### src/rtl/if_mem_resp_if.sv
// Fetch-request / instruction-RAM bundle between the PC stage, the fetch responder and the byte-wide RAM.
interface if_mem_resp_if;
  logic        ce_i;
  logic [31:0] pc_i;
  logic        branch_flag_i;
  logic [7:0]  mem_din_i;
  logic [31:0] mem_a_o;
  logic        mem_wr_o;
  logic [31:0] inst_o;
  logic        inst_valid_o;
  logic        stall_req_o;

  modport slave (
    input  ce_i, pc_i, branch_flag_i, mem_din_i,
    output mem_a_o, mem_wr_o, inst_o, inst_valid_o, stall_req_o
  );

  modport master (
    output ce_i, pc_i, branch_flag_i, mem_din_i,
    input  mem_a_o, mem_wr_o, inst_o, inst_valid_o, stall_req_o
  );
endinterface

### src/rtl/if_mem_resp.sv
// Instruction-fetch responder: reads 4 little-endian bytes from a byte-wide RAM and returns a 32-bit word.
// Optional one-entry last-fetch shortcut enabled by defining IF_LASTHIT_EN.
module if_mem_resp #(
  parameter int MEM_ADDR_WIDTH = 17
) (
  input logic          clk,
  input logic          rst,
  if_mem_resp_if.slave bus
);

  localparam logic [31:0] ADDR_MASK = (32'd1 << MEM_ADDR_WIDTH) - 32'd1;

  typedef enum logic [1:0] {
    IDLE = 2'd0,
    BUSY = 2'd1,
    DONE = 2'd2
  } state_t;

  state_t      state_r, state_s;
  logic [2:0]  cnt_r;
  logic [31:0] addr_q_r;
  logic [31:0] inst_r;
  logic [23:0] bytes_r;
  logic        accept_s, hit_s, last_s;
  logic [31:0] word_s;

`ifdef IF_LASTHIT_EN
  logic        hit_v_r;
  logic [31:0] hit_addr_r;
  logic [31:0] hit_inst_r;

  assign hit_s = hit_v_r && (bus.pc_i == hit_addr_r);
`else
  assign hit_s = 1'b0;
`endif

  assign accept_s = (state_r == IDLE) && bus.ce_i && !bus.branch_flag_i;
  assign last_s   = (state_r == BUSY) && !bus.branch_flag_i && (cnt_r == 3'd4);
  // The top byte is still on the RAM data bus when the word is assembled.
  assign word_s   = {bus.mem_din_i, bytes_r};

  assign bus.mem_a_o      = ((state_r == BUSY) && (cnt_r < 3'd4)) ?
                            ((addr_q_r + {29'd0, cnt_r}) & ADDR_MASK) : 32'd0;
  assign bus.mem_wr_o     = 1'b0;
  assign bus.inst_o       = inst_r;
  assign bus.inst_valid_o = (state_r == DONE) && !bus.branch_flag_i;
  assign bus.stall_req_o  = accept_s || (state_r == BUSY);

  // Next-state selection
  always_comb begin
    state_s = state_r;
    case (state_r)
      IDLE: begin
        if (accept_s) begin
          state_s = hit_s ? DONE : BUSY;
        end else begin
          state_s = IDLE;
        end
      end
      BUSY: begin
        if (bus.branch_flag_i) begin
          state_s = IDLE;
        end else if (cnt_r == 3'd4) begin
          state_s = DONE;
        end else begin
          state_s = BUSY;
        end
      end
      DONE:    state_s = IDLE;
      default: state_s = IDLE;
    endcase
  end

  // State, byte counter, address and assembled-instruction registers
  always_ff @(posedge clk) begin
    if (!rst) begin
      state_r  <= IDLE;
      cnt_r    <= 3'd0;
      addr_q_r <= 32'd0;
      inst_r   <= 32'd0;
      bytes_r  <= 24'd0;
    end else begin
      state_r <= state_s;
      if (accept_s) begin
        addr_q_r <= bus.pc_i;
        cnt_r    <= 3'd0;
`ifdef IF_LASTHIT_EN
        if (hit_s) begin
          inst_r <= hit_inst_r;
        end
`endif
      end else if (state_r == BUSY) begin
        if (bus.branch_flag_i) begin
          cnt_r <= 3'd0;
        end else begin
          // Data for address cnt-1 arrives while cnt is 1..3; shift it in from the top.
          if ((cnt_r != 3'd0) && (cnt_r != 3'd4)) begin
            bytes_r <= {bus.mem_din_i, bytes_r[23:8]};
          end
          if (last_s) begin
            inst_r <= word_s;
            cnt_r  <= 3'd0;
          end else begin
            cnt_r <= cnt_r + 3'd1;
          end
        end
      end
    end
  end

`ifdef IF_LASTHIT_EN
  // Last-fetch tag, refreshed on every completed RAM fetch; only reset clears it
  always_ff @(posedge clk) begin
    if (!rst) begin
      hit_v_r    <= 1'b0;
      hit_addr_r <= 32'd0;
      hit_inst_r <= 32'd0;
    end else if (last_s) begin
      hit_v_r    <= 1'b1;
      hit_addr_r <= addr_q_r;
      hit_inst_r <= word_s;
    end
  end
`endif

endmodule

### src/flat_wrapper.sv
// flat-port wrapper written by rule: the top's interface ports become plain ports
module if_mem_resp_flat 
#(
  parameter int MEM_ADDR_WIDTH = 17
)
  (clk, rst, bus_ce_i, bus_pc_i, bus_branch_flag_i, bus_mem_din_i, bus_mem_a_o, bus_mem_wr_o, bus_inst_o, bus_inst_valid_o, bus_stall_req_o);
  if_mem_resp_if bus_i ();
  input logic clk;
  input logic rst;
  input wire logic [$bits(bus_i.ce_i)-1:0] bus_ce_i;
  input wire logic [$bits(bus_i.pc_i)-1:0] bus_pc_i;
  input wire logic [$bits(bus_i.branch_flag_i)-1:0] bus_branch_flag_i;
  input wire logic [$bits(bus_i.mem_din_i)-1:0] bus_mem_din_i;
  output wire logic [$bits(bus_i.mem_a_o)-1:0] bus_mem_a_o;
  output wire logic [$bits(bus_i.mem_wr_o)-1:0] bus_mem_wr_o;
  output wire logic [$bits(bus_i.inst_o)-1:0] bus_inst_o;
  output wire logic [$bits(bus_i.inst_valid_o)-1:0] bus_inst_valid_o;
  output wire logic [$bits(bus_i.stall_req_o)-1:0] bus_stall_req_o;
  assign bus_i.ce_i = bus_ce_i;
  assign bus_i.pc_i = bus_pc_i;
  assign bus_i.branch_flag_i = bus_branch_flag_i;
  assign bus_i.mem_din_i = bus_mem_din_i;
  assign bus_mem_a_o = bus_i.mem_a_o;
  assign bus_mem_wr_o = bus_i.mem_wr_o;
  assign bus_inst_o = bus_i.inst_o;
  assign bus_inst_valid_o = bus_i.inst_valid_o;
  assign bus_stall_req_o = bus_i.stall_req_o;
  if_mem_resp #(.MEM_ADDR_WIDTH(MEM_ADDR_WIDTH)) u_core (.clk(clk), .rst(rst), .bus(bus_i));
endmodule
### config.mk
export PLATFORM = sky130hd
export DESIGN_NAME = if_mem_resp_flat
export DESIGN_NICKNAME = d
export VERILOG_FILES = /design/src/rtl/if_mem_resp_if.sv /design/src/rtl/if_mem_resp.sv /design/src/flat_wrapper.sv
export SDC_FILE = /design/constraint.sdc
export NUM_CORES = 1
export LEC_CHECK = 0
export ABC_AREA = 1
export CORE_AREA = 2 2 111 113
export DETAILED_ROUTE_END_ITERATION = 6
export DIE_AREA = 0 0 113 115
export SLEW_MARGIN = 20
export SYNTH_ARGS = -nofsm -noshare
export SYNTH_HDL_FRONTEND = slang
export SYNTH_SLANG_ARGS = --single-unit
export TNS_END_PERCENT = 10
### constraint.sdc
create_clock -name clk -period 2.6 [get_ports clk]
set_clock_uncertainty 0.15 [all_clocks]
set_input_delay 0.39 -clock clk [delete_from_list [all_inputs] [get_ports clk]]
set_output_delay 0.39 -clock clk [all_outputs]
set_load 0.1 [all_outputs]
==> impl_results.md <==
- Yosys reg bits: 78
- Tcrit/Tclk final: approximately 99%
- Starting density of the core: 29.2%
- R2R setup slack: 840 ps
- Setup CP Type: reg2out
- GRT Util Overall: a little over an eighth
- WHS Path Cells: 2
- Number of vias per cell: approximately 4.6
- Final ANT Viol Nets: 0
- Critical Path Fanout Max: 4
- 1st-iter DRT viols: approximately 120
- Die Wd: about 110 um
- Die Y: 115 um
- CTS tree: done
- Final core occ: about two fifths
- # hold bufs at CTS: 0
- Fraction of layout cells with a size suffix above 1: 20.2%
- Area of the die: 13,000 sq um
- DR DRC count: 10
- Global-route wire length before repair: 14,100 um
- Max transition margin: roughly 54%
- Critical path origin: u_core.addr_q_r[0]$_SDFFE_PN0P_
- # diodes: 0
- # rows: 40
- Distinct cell type count of the synthesized netlist: 23
- Cells after DPL: 694
- Fin cells: slightly above 700
- Cell taking the most area after synthesis: dfxtp_1
- WP data arrival: a little over 2000 ps
- Routed WL: about 8800 um
- Total number of vias: 3,254
- Vias in the first global route: 3,179
- Worst-path clk slew: 60 ps
- Startpoint Class: flip-flop
- Worst VDD drop: 323 uV
- F_max: around 0.39 GHz
- Syn_area_per_cell: about 7.1 sq um
- RR Startpoint: u_core.cnt_r[0]$_SDFFE_PP0N_
- Clock sinks: 78
- Final hold slack: 337 ps
- Least-Margin Pin Slew: approximately 690 ps
- Synth area leaders: dfxtp_1 45%, nor2_1 18%, o21ai_0 12%
- # nets final: 610
- Max-Cap Viols: 0
- Setup tns final: 0 ps
- Initial antenna violation count: 0
- Min-Delay Endpoint: u_core.bus.inst_o[23]$_SDFFE_PN0P_
- Root buffer cell: clkbuf_16
- Final setup viols: 0
- Mapped Area: ~3400 sq um
- I/O Buffers: 79
- GPL Wtd Cong: 0.849
- Layout area overhead: 40.4%
- CTS H-tree depth: 3
- CP Capture Type: output pin
- Critical R2R Capture: u_core.bus.inst_o[5]$_SDFFE_PN0P_
- Syn. warnings: 0
- Clk buf depth: 2
- Final Hold Viols: 0
- Worst-Skew Late Latency: around 320 ps
- Core Box Area: 11,800 sq um
- Slew Limit Fails: 0
- RSZ-0062 raised after global routing: yes
- Hold_sp: u_core.bus.inst_o[23]$_SDFFE_PN0P_
- Io pins: 111
- Iteration count of the initial detailed-routing pass: 6
- Top cell type's share of synthesized area: 45.3%
- Register area share after synthesis: 45.3%
- Pleak: 1.98 nW
- Largest net degree at the start of global routing: 44
- Mapped Cells: 485
- HPWL Detailed: 6220 um
- WL per Instance: 12.3 um
- Worst min path class: reg2reg
- Status: complete, but fails checks
- Total power: 0.00296 W
- Worst r2r path cells: 7
- PwrDens: approximately 610 nW/um^2
- TritonCTS Buffers: 9
- WP data required: 2060 ps
- Failing checks: DRC
- Period minus WS final: 2580 ps
- GRT Residual Overflow: 0
## layer usage
metal | routed length (um) | share of wire, % | track usage [%] | vias to the layer above
met3 | 584 | 6.7 | 3.80 | 11
li1 | - | - | - | 1657
met1 | 3710 | 42 | 15.0 | 1487
met4 | 113 | 1.3 | 5.53 | 0
met2 | 4340 | 50 | 23.7 | 99
met5 | 0 | 0 | 0 | -
## worst max-delay path by stage
stage          cells after the start              end  slack, ps
6_report                          11  bus_mem_a_o[10]         20
5_1_grt                           11  bus_mem_a_o[10]       -100
4_1_cts                           11  bus_mem_a_o[16]         -7
3_5_place_dp                      11  bus_mem_a_o[14]         20
3_3_place_gp                      11  bus_mem_a_o[14]         90
2_1_floorplan                      8   bus_mem_a_o[4]       -600
## cells in the final DEF (no fill, tap or decap), types with 2 or more instances in the layout
| cell | count |
|---|---|
| a21oi_1 | 19 |
| buf_12 | 20 |
| buf_4 | 39 |
| bufinv_16 | 2 |
| clkbuf_16 | 9 |
| clkdlybuf4s50_1 | 27 |
| clkinvlp_4 | 2 |
| conb_1 | 16 |
| dfxtp_1 | 74 |
| dfxtp_2 | 3 |
| ha_1 | 3 |
| ha_4 | 2 |
| inv_1 | 27 |
| inv_2 | 5 |
| inv_6 | 2 |
| nand2_1 | 42 |
| nand2_2 | 4 |
| nand3_1 | 4 |
| nand3_2 | 2 |
| nor2_1 | 152 |
| nor2_2 | 11 |
| nor2_4 | 4 |
| nor3_1 | 2 |
| o21ai_0 | 80 |
| o21ai_1 | 3 |
## kinds of logic after synthesis
group / Yosys count / synth area share [%]
AO/OA/AOI/OAI: 106 / 15.5
adder cells (fa/ha/maj): 6 / 2.39
buffers and inverters: 70 / 10.9
flip-flops: 78 / 45.3
other: 1 / 0.109
AND/OR/NAND/NOR: 224 / 25.9
## critical path: stages, from the launching register on
cell and delay [ps]:
dfxtp_4 360, ha_4 130, inv_2 30, fa_2 330, inv_2 90, nand3_2 60, nand2_2 110, nand2_4 80
o21ai_2 140, inv_1 50, nor2_2 140, buf_12 190
## registers in the layout (all words and copies together) (netlist names)
register / count
u_core.addr_q_r: 17
u_core.cnt_r: 3
u_core.state_r: 2
u_core.bytes_r: 24
u_core.bus.inst_o: 32
## report_power, final
group          total [W]  switching, W  internal (W)
registers        0.00124     0.0000218       0.00122
clock network    0.00137      0.000501      0.000873
logic           0.000343      0.000244     0.0000991
total            0.00296      0.000766       0.00219
## through the flow
step / area [sq um] / setup slack (ps)
4_1_cts: 4800 / -6.64
2_1_floorplan: 3510 / -599
3_5_place_dp: 4390 / 19.9
5_1_grt: 4840 / -103
3_3_place_gp: 4390 / 87.3
6_report: 4840 / 21.1
## timing repair
action	CTS	global route
setup endpoints to repair	11	13
pin swaps	6	7
endpoints found under the hold margin	0	0
resized for setup	23	9
setup buffers	1	1
## final cells by class
| cell class | instances | area [sq um] |
|---|---|---|
| Clock buffer | 10 | 239 |
| Clock inverter | 6 | 92.6 |
| Fill cell | 1216 | 6970 |
| Inverter | 32 | 120 |
| Multi-Input combinational cell | 352 | 1670 |
| Sequential cell | 78 | 1570 |
| Tap cell | 147 | 184 |
| Timing Repair Buffer | 87 | 968 |
## cells in the mapped netlist
cell,n
o21ai_0,81
nand4_1,1
ha_1,5
conb_1,1
nand3_1,6
clkbuf_1,11
buf_6,5
nand2_1,46
inv_1,29
dfxtp_1,78
nor3_1,2
buf_4,19
a21oi_1,21
inv_2,3
buf_2,3
nor2_1,162
nand4_2,1
a21boi_0,1
nor2_4,3
nor2_2,2
nand2_2,1
fa_1,1
o21ai_1,3
Power figures use the tool's default switching activity.
